### config.mk
export PLATFORM = sky130hd
export DESIGN_NAME = cp0_exc_ctrl
export DESIGN_NICKNAME = d
export VERILOG_FILES = /design/src/rtl/cp0_exc_ctrl.sv
export SDC_FILE = /design/constraint.sdc
export NUM_CORES = 1
export LEC_CHECK = 0
export ABC_AREA = 1
export CORE_MARGIN = 3
export CORE_UTILIZATION = 45
export DETAILED_ROUTE_END_ITERATION = 12
export PLACE_DENSITY_LB_ADDON = 0.05
export SLEW_MARGIN = 20
export SYNTH_ARGS = -nofsm -noshare
export SYNTH_HDL_FRONTEND = slang
export SYNTH_SLANG_ARGS = --single-unit
### constraint.sdc
create_clock -name clk -period 2.19 [get_ports clk]
set_clock_uncertainty 0.15 [all_clocks]
set_input_delay 0.438 -clock clk [delete_from_list [all_inputs] [get_ports clk]]
set_output_delay 0.438 -clock clk [all_outputs]
set_load 0.01 [all_outputs]
### src/rtl/cp0_exc_ctrl.sv
// Exception/ERET commit sequencer: latches the committing cause, writes cp0, flushes, then redirects fetch.
// Optional event counters (exc_count/eret_count) are enabled by defining CP0_EXC_CTRL_STAT_EN.
module cp0_exc_ctrl #(
    parameter logic [31:0] EXC_BASE     = 32'hBFC00200,
    parameter int          FLUSH_CYCLES = 2
) (
    input  logic        clk,
    input  logic        rst,
    input  logic        commit_valid,
    input  logic [31:0] commit_pc,
    input  logic        commit_bd,
    input  logic [9:0]  commit_exc,
    input  logic        commit_tlb_refill,
    input  logic [31:0] commit_daddr,
    input  logic        commit_eret,
    input  logic        cp0_has_int,
    input  logic        cp0_status_exl,
    input  logic        cp0_cause_bd,
    input  logic [31:0] cp0_epc,
    input  logic        mem_busy,
    output logic        busy,
    output logic        flush,
    output logic        redirect_ena,
    output logic [31:0] redirect_pc,
    output logic        w_cp0_update_ena,
    output logic [4:0]  w_cp0_exccode,
    output logic        w_cp0_bd,
    output logic        w_cp0_exl,
    output logic [31:0] w_cp0_epc,
    output logic        w_cp0_badvaddr_ena,
    output logic [31:0] w_cp0_badvaddr,
`ifdef CP0_EXC_CTRL_STAT_EN
    output logic [31:0] exc_count,
    output logic [31:0] eret_count,
`endif
    output logic        cp0_cls_exl
);

    typedef enum logic [2:0] {S_IDLE, S_WAIT, S_COMMIT, S_FLUSH, S_REDIRECT} state_t;

    state_t      state_q;
    logic [3:0]  cnt_q;
    logic        l_eret_q, l_bva_ena_q, l_bd_q;
    logic [4:0]  l_code_q;
    logic [31:0] l_bva_q, l_epc_q, l_tgt_q;
    logic        busy_q, flush_q, redir_ena_q, upd_q, bd_q, exl_q, bva_ena_q, cls_q;
    logic [31:0] redir_pc_q, epc_q, bva_q;
    logic [4:0]  code_q;

    logic        exc_take, accept, go_commit, tlb_d, bva_ena_d, bd_d;
    logic [4:0]  code_d;
    logic [31:0] bva_d, epc_d, tgt_d;
    logic        src_eret, src_bva_ena, src_bd;
    logic [4:0]  src_code;
    logic [31:0] src_bva, src_epc;

    // Priority encoder over the cause flags; interrupt wins over everything.
    always_comb begin
        code_d    = 5'd0;
        bva_ena_d = 1'b0;
        bva_d     = 32'd0;
        tlb_d     = 1'b0;
        if (cp0_has_int)        code_d = 5'd0;
        else if (commit_exc[0]) begin code_d = 5'd4;  bva_ena_d = 1'b1; bva_d = commit_pc; end
        else if (commit_exc[1]) begin code_d = 5'd2;  bva_ena_d = 1'b1; bva_d = commit_pc; tlb_d = 1'b1; end
        else if (commit_exc[2]) code_d = 5'd10;
        else if (commit_exc[3]) code_d = 5'd12;
        else if (commit_exc[4]) code_d = 5'd8;
        else if (commit_exc[5]) code_d = 5'd9;
        else if (commit_exc[6]) begin code_d = 5'd4;  bva_ena_d = 1'b1; bva_d = commit_daddr; end
        else if (commit_exc[7]) begin code_d = 5'd5;  bva_ena_d = 1'b1; bva_d = commit_daddr; end
        else if (commit_exc[8]) begin code_d = 5'd2;  bva_ena_d = 1'b1; bva_d = commit_daddr; tlb_d = 1'b1; end
        else if (commit_exc[9]) begin code_d = 5'd3;  bva_ena_d = 1'b1; bva_d = commit_daddr; tlb_d = 1'b1; end
    end

    assign exc_take = cp0_has_int | (|commit_exc);
    assign accept   = (state_q == S_IDLE) & commit_valid & (exc_take | commit_eret);
    assign epc_d    = cp0_status_exl ? cp0_epc : (commit_bd ? commit_pc - 32'd4 : commit_pc);
    assign bd_d     = cp0_status_exl ? cp0_cause_bd : commit_bd;
    assign tgt_d    = !exc_take ? cp0_epc :
                      (tlb_d & commit_tlb_refill & !cp0_status_exl) ? EXC_BASE : EXC_BASE + 32'h180;

    assign go_commit = !mem_busy & (accept | (state_q == S_WAIT));

    // A direct IDLE->COMMIT hop has not latched yet, so it reads the decoded values.
    always_comb begin
        src_eret    = l_eret_q;
        src_code    = l_code_q;
        src_bva_ena = l_bva_ena_q;
        src_bva     = l_bva_q;
        src_epc     = l_epc_q;
        src_bd      = l_bd_q;
        if (state_q == S_IDLE) begin
            src_eret    = !exc_take;
            src_code    = code_d;
            src_bva_ena = bva_ena_d;
            src_bva     = bva_d;
            src_epc     = epc_d;
            src_bd      = bd_d;
        end
    end

`ifdef CP0_EXC_CTRL_STAT_EN
    logic [31:0] exc_cnt_q, eret_cnt_q;
    assign exc_count  = exc_cnt_q;
    assign eret_count = eret_cnt_q;

    always_ff @(posedge clk) begin
        if (rst) begin
            exc_cnt_q  <= 32'd0;
            eret_cnt_q <= 32'd0;
        end else if (state_q == S_COMMIT) begin
            if (l_eret_q) eret_cnt_q <= eret_cnt_q + 32'd1;
            else          exc_cnt_q  <= exc_cnt_q + 32'd1;
        end
    end
`endif

    always_ff @(posedge clk) begin
        if (rst) begin
            state_q     <= S_IDLE;
            cnt_q       <= 4'd0;
            l_eret_q    <= 1'b0;
            l_code_q    <= 5'd0;
            l_bva_ena_q <= 1'b0;
            l_bva_q     <= 32'd0;
            l_epc_q     <= 32'd0;
            l_bd_q      <= 1'b0;
            l_tgt_q     <= 32'd0;
            busy_q      <= 1'b0;
            flush_q     <= 1'b0;
            redir_ena_q <= 1'b0;
            redir_pc_q  <= 32'd0;
            upd_q       <= 1'b0;
            code_q      <= 5'd0;
            bd_q        <= 1'b0;
            exl_q       <= 1'b0;
            epc_q       <= 32'd0;
            bva_ena_q   <= 1'b0;
            bva_q       <= 32'd0;
            cls_q       <= 1'b0;
        end else begin
            // Outputs describe the next state; everything defaults low.
            busy_q      <= 1'b0;
            flush_q     <= 1'b0;
            redir_ena_q <= 1'b0;
            redir_pc_q  <= 32'd0;
            upd_q       <= 1'b0;
            code_q      <= 5'd0;
            bd_q        <= 1'b0;
            exl_q       <= 1'b0;
            epc_q       <= 32'd0;
            bva_ena_q   <= 1'b0;
            bva_q       <= 32'd0;
            cls_q       <= 1'b0;
            case (state_q)
                S_IDLE: if (accept) begin
                    l_eret_q    <= !exc_take;
                    l_code_q    <= code_d;
                    l_bva_ena_q <= bva_ena_d;
                    l_bva_q     <= bva_d;
                    l_epc_q     <= epc_d;
                    l_bd_q      <= bd_d;
                    l_tgt_q     <= tgt_d;
                    busy_q      <= 1'b1;
                    state_q     <= mem_busy ? S_WAIT : S_COMMIT;
                end
                S_WAIT: begin
                    busy_q <= 1'b1;
                    if (!mem_busy) state_q <= S_COMMIT;
                end
                S_COMMIT: begin
                    busy_q  <= 1'b1;
                    flush_q <= 1'b1;
                    cnt_q   <= 4'(FLUSH_CYCLES);
                    state_q <= S_FLUSH;
                end
                S_FLUSH: begin
                    busy_q  <= 1'b1;
                    flush_q <= 1'b1;
                    if (cnt_q <= 4'd1) begin
                        state_q     <= S_REDIRECT;
                        redir_ena_q <= 1'b1;
                        redir_pc_q  <= l_tgt_q;
                    end else begin
                        cnt_q <= cnt_q - 4'd1;
                    end
                end
                S_REDIRECT: state_q <= S_IDLE;
                default:    state_q <= S_IDLE;
            endcase
            if (go_commit) begin
                flush_q <= 1'b1;
                if (src_eret) begin
                    cls_q <= 1'b1;
                end else begin
                    upd_q     <= 1'b1;
                    exl_q     <= 1'b1;
                    code_q    <= src_code;
                    bd_q      <= src_bd;
                    epc_q     <= src_epc;
                    bva_ena_q <= src_bva_ena;
                    bva_q     <= src_bva;
                end
            end
        end
    end

    assign busy               = busy_q;
    assign flush              = flush_q;
    assign redirect_ena       = redir_ena_q;
    assign redirect_pc        = redir_pc_q;
    assign w_cp0_update_ena   = upd_q;
    assign w_cp0_exccode      = code_q;
    assign w_cp0_bd           = bd_q;
    assign w_cp0_exl          = exl_q;
    assign w_cp0_epc          = epc_q;
    assign w_cp0_badvaddr_ena = bva_ena_q;
    assign w_cp0_badvaddr     = bva_q;
    assign cp0_cls_exl        = cls_q;

endmodule

# == After elaboration in Yosys (flattened, before gate mapping) ==
# Cells that the tools add are included.
# word_totals
register_bits,219
output_inout_bits,109
elab_cells,123
# op_classes
addsub,2
order_cmp,1
eq_ne,7
mux,67
bitwise_logic,11
n_reduce_logical,15
# ops
cell,count
2-to-1 mux 32 bit,16
2-to-1 mux 4 bit,8
subtractor 32 x 3 -> 32 bit (second input constant),1
2-to-1 mux 1 bit,30
2-to-1 mux 3 bit,5
case mux 3 bit (4 select lines),1
OR reduction 10 bit,1
2-to-1 mux 9 bit,1
OR reduction 3 bit,3
!= test 2 bit (second input constant),4
case mux 4 bit (2 select lines),1
== test 3 x 2 -> 1 bit (second input constant),2
2-to-1 mux 2 bit,3
OR reduction 2 bit,3
AND 1 bit,5
2-to-1 mux 5 bit,1
<= comparator 4 x 1 -> 1 bit (second input constant),1
AND reduction 2 bit,2
subtractor 4 x 1 -> 4 bit (second input constant),1
== test 3 x 1 -> 1 bit (second input constant),1
zero test 1 bit,3
zero test 3 bit,1
inverter 1 bit,3
bitwise OR 1 bit,3
3 further kinds,3

# == Depth between registers and ports, before layout ==
# Gate-level depths: netlist (run 1).
# logic_depth
ltp_word,15
depth_mapped,14
ltp_nobuf,14

# == Worst setup path after synthesis (run 1) ==
# OpenSTA, ideal clock, no wires.
# synth_timing
path_kind,input-to-reg
from,input commit_pc[2]
to,register epc_q[28] (netlist: w_cp0_epc[28])
t_arrival_ps,1594
required_ps,1931
path_slack_ps,337
path_stages,13
cell_sequence,inv_1 -> ha_1 -> nand2_1 -> inv_1 -> nand2_1 -> nor2_1 -> nand2_1 -> nor2_1 -> nand3_1 -> nand3_1 -> nand3_1 -> nand2_1 -> inv_1
# synth_between
elab_chain_len,4
# synth_lines
item,line_no,source
"start, declared",10,"input logic [31:0] commit_pc,"
subtractor 32 x 3 -> 32 bit,78,assign epc_d = cp0_status_exl ? cp0_epc : (commit_bd ? commit_pc - 32'd4 : commit_pc);
2-to-1 mux 32 bit (2 in series),78,
2-to-1 mux 32 bit,93,if (state_q == S_IDLE) begin
"end signal, assigned",201,epc_q <= src_epc;
"end, declared",47,"logic [31:0] redir_pc_q, epc_q, bva_q;"
# Every way passes these cells.
# A chain may end at the register's enable or synchronous reset.

# == Worst setup path in the final report (run 1) ==
# layout_timing
from,register epc_q[16] (netlist: w_cp0_epc[16])
to,output w_cp0_epc[16]
# layout_rtl
item,line_no,source
"end, declared",29,"output logic [31:0] w_cp0_epc,"
# No word-level cell between the ends.

==> impl_table.tex, run 1 <==
\begin{tabular}{lr}
\hline
Metric & Value \\
\hline
\multicolumn{2}{l}{\textbf{Route}} \\
Routed wire per std cell & 16.39 microns \\
DR pass1 iterations & 5 \\
Detailed Route Iter0 Violations & 711 \\
ANT nets after route & 0 \\
Drt drc & 0 \\
Detailed-route via count & between 9000 and 10000 \\
Post-Route WL & between 30000 and 40000 microns \\
Vias per cell & roughly 5.1 \\
\multicolumn{2}{l}{\textbf{Clock tree}} \\
Clk buf depth & 3 \\
Root Buffer & clkbuf\_16 \\
Number of buffers created by CTS & 23 \\
CTS sink count & 217 \\
TritonCTS clock tree & yes \\
CTS hold repair buffers & 0 \\
Post-CTS Repair Setup Buffers & 0 \\
\# resized after CTS & 0 \\
Clock input transition at the sequential cells of the worst setup and hold paths & approximately 0.070 ns \\
H-Tree Level Count & 1 \\
Clk Latency, worst-skew pair & 0.52 ns \\
\multicolumn{2}{l}{\textbf{Worst hold path}} \\
Startpoint of the tightest hold check path & rst \\
Number of cells traversed by the worst hold path & 2 \\
Sink of the worst hold path & l\_tgt\_q[20]\$\_SDFFE\_PP0P\_ \\
Class of the worst hold path & in2reg \\
\multicolumn{2}{l}{\textbf{STA}} \\
Final critical-path required period & a little over 2 ns \\
Worst hold slack & 0.08047 ns \\
Setup TNS & 0 ns \\
Fmax achieved & about 500 MHz \\
Final Hold Fails & 0 \\
Unrepaired setup endpoints after global routing & false \\
Setup slack after layout & about 0.17 ns \\
Pins over their slew limit & 0 \\
Portion of the clock cycle consumed by the worst path in the final layout & between 90\% and 100\% \\
Number of setup violations in the final report & 0 \\
\multicolumn{2}{l}{\textbf{Global routing}} \\
Busiest metal layer after global routing & met2 \\
Wire length of the first global-routing pass & a little over 50000 microns \\
Antenna violations before repair & 0 \\
Met2 GRT Util & between 40 and 50\% \\
Overflow left after global routing & 0 \\
Overall routing resource usage & 26.42\% \\
Maximum number of pins on one net before global-route repair & 61 \\
Met3 track demand over resource & 4.750\% \\
Vias in the first global route & between 9000 and 10000 \\
GR met1 Demand/Resource & 36.65\% \\
\multicolumn{2}{l}{\textbf{Outcome}} \\
Result of the run & finished clean \\
\multicolumn{2}{l}{\textbf{Cells and area}} \\
Layout Cell Area excl Fill & between 0.01 and 0.015 sq mm \\
Signed area change from the synthesized netlist to the final layout & 41.67\% \\
Filler cell count in the final layout & 1866 \\
Layout net count & 1764 \\
Final antenna diode count & 0 \\
Fraction of layout instances using a drive strength above 1 & a little under an eighth \\
\multicolumn{2}{l}{\textbf{Logic synthesis}} \\
Net count after synthesis & $\sim$1500 \\
Total number of yosys warnings & 0 \\
Share of the synthesized area in the top cell type & between 40\% and 50\% \\
EDFF count, synth & 0 \\
Library cell with the highest instance count after synthesis & nand2\_1 \\
Post-synthesis instance total & around 1400 \\
Most numerous cell types in the synthesized netlist & nand2\_1, dfxtp\_1, nor2\_1 \\
Cell accounting for the most synthesized area & dfxtp\_1 \\
Top\_reg\_cell synth & dfxtp\_1 \\
Post-synth ARST share & 0\% \\
Register area share after synthesis & a little under half \\
Main area contributors after synthesis & dfxtp\_1, nand2\_1, nand3\_1, a21oi\_1, nor2\_1 \\
Average cell area after synthesis & approximately 7.0 sq um \\
Post-synthesis register bit count & roughly 220 \\
Combined area of all synthesized cells & between 0.009 and 0.01 sq mm \\
Distinct cells, synth & between 40 and 50 \\
\multicolumn{2}{l}{\textbf{Setup path}} \\
Critical Setup Path Class & reg2out \\
R2r startpoint & state\_q[1]\$\_SDFFE\_PP0P\_ \\
FF-to-FF setup slack & roughly 0.21 ns \\
Critical Path AT & 1.44 ns \\
CP Cell Sequence & clkdlybuf4s50\_1 \\
Crit path buf inv count & 1 \\
Reg-to-reg endpoint & l\_tgt\_q[10]\$\_SDFFE\_PP0P\_ \\
Critical path origin & w\_cp0\_epc[16]\$\_SDFF\_PP0\_ \\
Endpoint required time on the critical path & between 1.5 and 2 ns \\
Worst-case reg-to-reg path depth & 10 \\
Capturing element type of the critical path & primary output \\
Max stage delay on crit path & about 0.55 ns \\
Critical path peak fanout & 1 \\
Master of the slowest instance on the critical path & clkdlybuf4s50\_1 \\
CP top delay family & buffers and inverters \\
Startpoint type of the worst setup path & flop \\
\multicolumn{2}{l}{\textbf{Pwr}} \\
Worst supply voltage drop on vdd & between 800 and 900 uV \\
Cell Pwr Density & just under 1000 mW/mm\^{}2 \\
Leak pwr & about 0.0056 uW \\
\multicolumn{2}{l}{\textbf{Die}} \\
\# rows & 52 \\
Top-Level Pins & about 230 \\
Die height & 152.0 microns \\
Die X-Extent & 152.0 microns \\
Effective utilization at floorplan & a little under half \\
Area of the core region & 0.02056 sq mm \\
DIE AREA & roughly 0.023 sq mm \\
\multicolumn{2}{l}{\textbf{Placement}} \\
Placed cell areas & around 0.013 sq mm \\
Detail Placement HPWL & roughly 23000 microns \\
Dpl ws & -0.3010 ns \\
GPL Wtd Cong & between 0.9 and 1 \\
Port-buffer cells & 223 \\
\multicolumn{2}{l}{\textbf{Flow run}} \\
Max-cap violations & 0 \\
\hline
\end{tabular}
## cells in the final DEF (no fill, tap or decap), types with 3 or more instances in the layout
cell	count
clkbuf_8	4
inv_1	134
clkbuf_1	3
nand3_1	141
a211oi_1	6
bufinv_16	5
clkbuf_16	23
xor2_1	7
nand4_1	13
a21oi_1	135
o22ai_1	24
inv_2	5
o211ai_1	4
clkdlybuf4s50_1	222
ha_1	3
buf_12	14
nor3_1	8
dfxtp_1	217
or2_2	9
nor2_1	166
clkinv_2	4
a21oi_2	9
buf_4	102
nand2_1	319
o21ai_0	51
nor2_2	6
## final cells by class
cell class,instances,area [sq um],share of cell area [%]
tap,270,337.8,2.485
clock buffer,30,641.9,4.722
clock inverter,12,195.2,1.436
multi-input combinational,924,4275,31.45
sequential,217,4344,31.96
timing repair buffer,338,3268,24.04
inverter,141,531.8,3.912
## through the flow
stage	std cells	util, %	total power [uW]
after detailed placement	1890	62.05	8820
after CTS	1932	66.12	13130
after global routing	1932	66.12	13770
final	1932	66.12	13070
after global placement	1890	62.05	8772
after floorplan	1365	-	7316
## worst max path at each step
stage	endpoint	slack (ns)	depth (start not counted)
floorplan	w_cp0_epc[28]$_SDFF_PP0_	0.34	13
global placement	w_cp0_badvaddr[8]$_SDFF_PP0_	-0.28	11
detailed placement	l_tgt_q[10]$_SDFFE_PP0P_	-0.30	12
CTS	w_cp0_epc[16]	0.14	1
global route	l_epc_q[24]$_SDFFE_PP0P_	0.02	14
finish	w_cp0_epc[16]	0.17	1
## state kept, by name (all words and copies together), names as in the netlist, 3 cells and up
register / cells
cnt_q: 4
l_bva_q: 32
l_code_q: 4
l_epc_q: 32
l_tgt_q: 32
redirect_pc: 32
state_q: 3
w_cp0_badvaddr: 32
w_cp0_epc: 32
w_cp0_exccode: 4
## cell families (layout without fill, tap and decap cells)
family | Yosys count | after routing | synth area share [%]
multiplexers | 2 | 2 | 0.2086
XOR/XNOR | 7 | 7 | 0.6389
AO/OA/AOI/OAI | 238 | 238 | 13.64
flip-flops | 217 | 217 | 45.27
adder cells (fa/ha/maj) | 3 | 3 | 0.3912
AND/OR/NAND/NOR | 673 | 673 | 29.60
buffers and inverters | 224 | 521 | 10.21
other | 1 | 1 | 0.03908
## worst reg2reg max path: cells and delay by family, from the launching register on
family | cells | cell delay [ns]
simple gates | 6 | 0.81
buf+inv | 3 | 0.47
flops | 1 | 0.34
compound gates | 1 | 0.14
## routing by layer
metal | up-vias | wire, microns
met5 | - | 0
met2 | 364 | 14200
met4 | 0 | 1143
li1 | 4946 | -
met3 | 70 | 2371
met1 | 4545 | 13950
## where the power goes
part / switching, uW / internal, uW
sequential: 214 / 4410
combinational: 2600 / 1560
clock: 1630 / 2660
total: 4440 / 8630
No activity file was read; power rests on OpenSTA's default activity.
==> inputs of run 2 (changes only) <==
--- a/config.mk
+++ b/config.mk
@@ -8,6 +8,7 @@
 export ABC_AREA = 1
 export CORE_MARGIN = 3
 export CORE_UTILIZATION = 45
+export CTS_CLUSTER_DIAMETER = 60
 export DETAILED_ROUTE_END_ITERATION = 12
 export PLACE_DENSITY_LB_ADDON = 0.05
 export SLEW_MARGIN = 20
==> impl_table.tex, run 2 (synthesized netlist as in run 1, its figures left out) <==
\begin{tabular}{lr}
\hline
Metric & Value \\
\hline
\multicolumn{2}{l}{\textbf{Die}} \\
Die X-Extent & $\sim$150 microns \\
DIE AREA & approximately 0.023 sq mm \\
Die height & $\sim$150 microns \\
Effective utilization at floorplan & a little under half \\
\# rows & 52 \\
Area of the core region & 0.02056 sq mm \\
Top-Level Pins & about 230 \\
\multicolumn{2}{l}{\textbf{Cells and area}} \\
Fraction of layout instances using a drive strength above 1 & between 10\% and 20\% \\
Layout net count & between 1500 and 2000 \\
Post-route insts no fill & around 1900 \\
Commonest non-fill, non-tap cell in the layout & nand2\_1 \\
Signed area change from the synthesized netlist to the final layout & 42.00\% \\
Leading cell types in the layout, fill and taps excluded & nand2\_1, clkdlybuf4s50\_1, dfxtp\_1 \\
Final antenna diode count & 0 \\
\multicolumn{2}{l}{\textbf{Setup path}} \\
Critical Path AT & roughly 1.4 ns \\
Max stage delay on crit path & roughly 0.6 ns \\
Critical Setup Path Class & reg2out \\
CP top delay family & buffers and inverters \\
Master of the slowest instance on the critical path & clkdlybuf4s50\_1 \\
Critical path peak fanout & 1 \\
Crit path buf inv count & 1 \\
Startpoint type of the worst setup path & flop \\
Endpoint required time on the critical path & $\sim$1.6 ns \\
FF-to-FF setup slack & between 0.2 and 0.25 ns \\
Capturing element type of the critical path & primary output \\
CP Cell Sequence & clkdlybuf4s50\_1 \\
\multicolumn{2}{l}{\textbf{Pwr}} \\
Leak pwr & around 0.0056 uW \\
Final Total Pwr & roughly 13000 uW \\
Worst supply voltage drop on vdd & just under 700 uV \\
Cell Pwr Density & between 900 and 1000 mW/mm\^{}2 \\
\multicolumn{2}{l}{\textbf{Placement}} \\
Post-placement cell count & 1890 \\
Detail Placement HPWL & 23270 microns \\
Port-buffer cells & roughly 220 \\
GPL Wtd Cong & roughly 1.0 \\
Dpl ws & -0.3010 ns \\
\multicolumn{2}{l}{\textbf{Clock tree}} \\
Clock input transition at the sequential cells of the worst setup and hold paths & roughly 0.060 ns \\
Number of buffers created by CTS & 25 \\
Root Buffer & clkbuf\_16 \\
CTS sink count & 217 \\
Clk buf depth & 3 \\
CTS hold repair buffers & 0 \\
\# resized after CTS & 0 \\
Post-CTS Repair Setup Buffers & 0 \\
Clk Latency, worst-skew pair & roughly 0.52 ns \\
TritonCTS clock tree & yes \\
H-Tree Level Count & 1 \\
\multicolumn{2}{l}{\textbf{Route}} \\
Detailed Route Iter0 Violations & a little under 700 \\
Routed wire per std cell & between 15 and 20 microns \\
ANT nets after route & 0 \\
Drt drc & 0 \\
Post-Route WL & roughly 31000 microns \\
Vias per cell & slightly above 5 \\
DR pass1 iterations & 5 \\
Detailed-route via count & 9927 \\
\multicolumn{2}{l}{\textbf{STA}} \\
Portion of the clock cycle consumed by the worst path in the final layout & $\sim$92\% \\
Setup slack after layout & $\sim$0.17 ns \\
Number of setup violations in the final report & 0 \\
Setup TNS & 0 ns \\
Pins over their slew limit & 0 \\
Worst hold slack & between 0.07 and 0.08 ns \\
Unrepaired setup endpoints after global routing & false \\
Final critical-path required period & between 2 and 2.5 ns \\
Fmax achieved & between 400 and 500 MHz \\
Final Hold Fails & 0 \\
\multicolumn{2}{l}{\textbf{Global routing}} \\
Maximum number of pins on one net before global-route repair & 61 \\
Wire length of the first global-routing pass & $\sim$50000 microns \\
Vias in the first global route & between 9000 and 10000 \\
Overall routing resource usage & 26.21\% \\
Overflow left after global routing & 0 \\
Antenna violations before repair & 1 \\
\multicolumn{2}{l}{\textbf{Worst hold path}} \\
Class of the worst hold path & in2reg \\
\multicolumn{2}{l}{\textbf{Outcome}} \\
Result of the run & finished clean \\
\multicolumn{2}{l}{\textbf{Flow run}} \\
Max-cap violations & 0 \\
\hline
\end{tabular}
[run 2: where the power goes]
| group | leakage [uW] | switching [uW] | internal (uW) |
|---|---|---|---|
| clock network | 0.000425 | 1630 | 2670 |
| logic | 0.00343 | 2590 | 1560 |
| registers | 0.00176 | 213 | 4410 |
| total | 0.00562 | 4430 | 8640 |
[run 2: per-stage QoR]
| stage | utilization, % | area [sq um] |
|---|---|---|
| 2_1_floorplan | - | 9595 |
| 3_3_place_gp | 62.05 | 12760 |
| 3_5_place_dp | 62.05 | 12760 |
| 4_1_cts | 66.27 | 13630 |
| 5_1_grt | 66.27 | 13630 |
| 6_report | 66.27 | 13630 |
[run 2: area by class of cell]
cell class,instances,area [sq um]
tap,270,337.8
multi-input combinational,924,4275
timing repair buffer,338,3268
clock inverter,6,93.84
fill,1879,6934
sequential,217,4344
inverter,141,531.8
clock buffer,38,774.5
[run 2: path summary, 6_finish.rpt]
path	from	endpoint	depth (start not counted)
max	w_cp0_badvaddr[29]$_SDFF_PP0_	w_cp0_badvaddr[29]	1
min	rst	l_eret_q$_SDFFE_PP0P_	2
max reg2reg	state_q[1]$_SDFFE_PP0P_	l_tgt_q[6]$_SDFFE_PP0P_	10
min reg2reg	l_tgt_q[16]$_SDFFE_PP0P_	redirect_pc[16]$_SDFF_PP0_	2
[run 2: routing by layer]
metal  share of wire, %  track usage (%)  up-vias
li1                   -                -     4963
met1                 44            36.44     4524
met2                 45            41.51      376
met3                7.5            4.949       62
met4                3.2            8.091        2
met5              0.045                0        -
==> inputs of run 3 (changes only) <==
--- a/config.mk
+++ b/config.mk
@@ -6,7 +6,7 @@
 export NUM_CORES = 1
 export LEC_CHECK = 0
 export ABC_AREA = 1
-export CORE_MARGIN = 3
+export CORE_MARGIN = 2
 export CORE_UTILIZATION = 45
 export CTS_CLUSTER_DIAMETER = 60
 export DETAILED_ROUTE_END_ITERATION = 12
==> impl_table.tex, run 3 (synthesized netlist as in run 1, its figures left out) <==
\begin{tabular}{lr}
\hline
Metric & Value \\
\hline
\multicolumn{2}{l}{\textbf{Global routing}} \\
GR met1 Demand/Resource & between 30\% and 40\% \\
Vias in the first global route & approximately 9200 \\
Overall routing resource usage & between 20 and 30\% \\
Met2 GRT Util & 45.98\% \\
Antenna violations before repair & 1 \\
Met3 track demand over resource & under 10\% \\
Maximum number of pins on one net before global-route repair & slightly below 60 \\
Overflow left after global routing & 0 \\
Wire length of the first global-routing pass & about 49000 microns \\
Busiest metal layer after global routing & met2 \\
\multicolumn{2}{l}{\textbf{Worst hold path}} \\
Startpoint of the tightest hold check path & rst \\
Class of the worst hold path & in2reg \\
Sink of the worst hold path & cp0\_cls\_exl\$\_SDFF\_PP0\_ \\
Number of cells traversed by the worst hold path & 4 \\
\multicolumn{2}{l}{\textbf{Clock tree}} \\
Clock input transition at the sequential cells of the worst setup and hold paths & $\sim$0.070 ns \\
\# resized after CTS & 0 \\
CTS hold repair buffers & 0 \\
TritonCTS clock tree & yes \\
Post-CTS Repair Setup Buffers & 0 \\
Clk Latency, worst-skew pair & roughly 0.52 ns \\
H-Tree Level Count & 1 \\
Root Buffer & clkbuf\_16 \\
Clk buf depth & 3 \\
CTS sink count & between 200 and 250 \\
Number of buffers created by CTS & 24 \\
\multicolumn{2}{l}{\textbf{Setup path}} \\
FF-to-FF setup slack & around 0.17 ns \\
Critical Path AT & approximately 1.5 ns \\
Capturing element type of the critical path & primary output \\
Worst-case reg-to-reg path depth & 9 \\
Master of the slowest instance on the critical path & clkdlybuf4s50\_1 \\
Reg-to-reg endpoint & w\_cp0\_badvaddr[7]\$\_SDFF\_PP0\_ \\
Critical Setup Path Class & reg2out \\
Startpoint type of the worst setup path & flop \\
Crit path buf inv count & 1 \\
Critical path peak fanout & 1 \\
R2r startpoint & state\_q[1]\$\_SDFFE\_PP0P\_ \\
Max stage delay on crit path & between 0.5 and 0.6 ns \\
Endpoint required time on the critical path & roughly 1.6 ns \\
CP Cell Sequence & clkdlybuf4s50\_1 \\
CP top delay family & buffers and inverters \\
\multicolumn{2}{l}{\textbf{STA}} \\
Final critical-path required period & 2.040 ns \\
Portion of the clock cycle consumed by the worst path in the final layout & between 90\% and 100\% \\
Number of setup violations in the final report & 0 \\
Unrepaired setup endpoints after global routing & false \\
Fmax achieved & between 400 and 500 MHz \\
Setup slack after layout & around 0.15 ns \\
Pins over their slew limit & 0 \\
Relative max-transition margin & 53.03\% \\
Least-Margin Pin Slew & about 0.70 ns \\
Final Hold Fails & 0 \\
\multicolumn{2}{l}{\textbf{Cells and area}} \\
Commonest non-fill, non-tap cell in the layout & nand2\_1 \\
Layout Cell Area excl Fill & 0.01378 sq mm \\
Layout net count & between 1500 and 2000 \\
Fraction of layout instances using a drive strength above 1 & 12.52\% \\
Signed area change from the synthesized netlist to the final layout & 43.64\% \\
Post-route insts no fill & between 1500 and 2000 \\
Filler cell count in the final layout & 1895 \\
Area taken by multi-input logic gates & around 0.0043 sq mm \\
Leading cell types in the layout, fill and taps excluded & nand2\_1, clkdlybuf4s50\_1, dfxtp\_1 \\
Area taken by flip-flops and latches & approximately 0.0043 sq mm \\
\multicolumn{2}{l}{\textbf{Pwr}} \\
Final Total Pwr & $\sim$13000 uW \\
Leak pwr & 0.005709 uW \\
Worst supply voltage drop on vdd & 713.9 uV \\
Cell Pwr Density & 966.2 mW/mm\^{}2 \\
\multicolumn{2}{l}{\textbf{Placement}} \\
Placed cell areas & 0.01289 sq mm \\
Post-placement cell count & roughly 1900 \\
Detail Placement HPWL & approximately 23000 microns \\
Port-buffer cells & 223 \\
Dpl ws & -0.3281 ns \\
GPL Wtd Cong & 0.9654 \\
\multicolumn{2}{l}{\textbf{Route}} \\
Drt drc & 0 \\
ANT nets after route & 0 \\
Detailed-route via count & 9917 \\
Routed wire per std cell & roughly 16 microns \\
Vias per cell & about 5.1 \\
Detailed Route Iter0 Violations & roughly 700 \\
DR pass1 iterations & 6 \\
Post-Route WL & 31380 microns \\
\multicolumn{2}{l}{\textbf{Die}} \\
Area of the core region & about 0.021 sq mm \\
\# rows & between 50 and 60 \\
Die height & $\sim$150 microns \\
Die X-Extent & 150.0 microns \\
Top-Level Pins & $\sim$230 \\
DIE AREA & 0.02251 sq mm \\
Effective utilization at floorplan & 45.79\% \\
\multicolumn{2}{l}{\textbf{Flow run}} \\
Max-cap violations & 0 \\
\multicolumn{2}{l}{\textbf{Outcome}} \\
Result of the run & finished clean \\
\hline
\end{tabular}
==> run 3: per-layer routing <==
| metal | vias to the layer above | part of all wire, % |
|---|---|---|
| met4 | 0 | 2.2 |
| li1 | 4978 | - |
| met5 | - | 0 |
| met2 | 368 | 46 |
| met3 | 48 | 7.0 |
| met1 | 4523 | 44 |
==> run 3: area by class of cell <==
| type | instances | area share, % |
|---|---|---|
| Sequential cell | 217 | 31.52 |
| Multi-Input combinational cell | 924 | 31.02 |
| Timing Repair Buffer | 352 | 24.66 |
| Clock buffer | 30 | 4.748 |
| Inverter | 141 | 3.858 |
| Tap cell | 275 | 2.496 |
| Clock inverter | 13 | 1.688 |
| Antenna cell | 1 | 0.01816 |
==> run 3: per-stage QoR <==
stage | hold slack, ns | util [%] | setup TNS [ns]
floorplan | 0.2551 | - | 0
global placement | 0.2636 | 61.53 | -31.96
detailed placement | 0.2658 | 61.53 | -32.42
CTS | 0.1351 | 65.76 | 0
global route | 0.1834 | 65.77 | 0
finish | 0.1410 | 65.77 | 0
==> run 3: worst max-delay path by stage <==
stage	endpoint	cells past startpoint	startpoint	slack, ns
2_1_floorplan	w_cp0_epc[28]$_SDFF_PP0_	13	commit_pc[2]	0.34
3_3_place_gp	l_epc_q[11]$_SDFFE_PP0P_	9	commit_pc[3]	-0.29
3_5_place_dp	l_epc_q[11]$_SDFFE_PP0P_	9	commit_pc[3]	-0.33
4_1_cts	w_cp0_badvaddr[3]	1	w_cp0_badvaddr[3]$_SDFF_PP0_	0.14
5_1_grt	w_cp0_epc[30]$_SDFF_PP0_	14	commit_pc[2]	0.02
6_report	w_cp0_badvaddr[3]	1	w_cp0_badvaddr[3]$_SDFF_PP0_	0.15
==> run 3: power breakdown <==
part / switching, uW / total [uW] / internal (uW)
registers: 213 / 4620 / 4410
logic: 2610 / 4190 / 1570
clock network: 1670 / 4510 / 2840
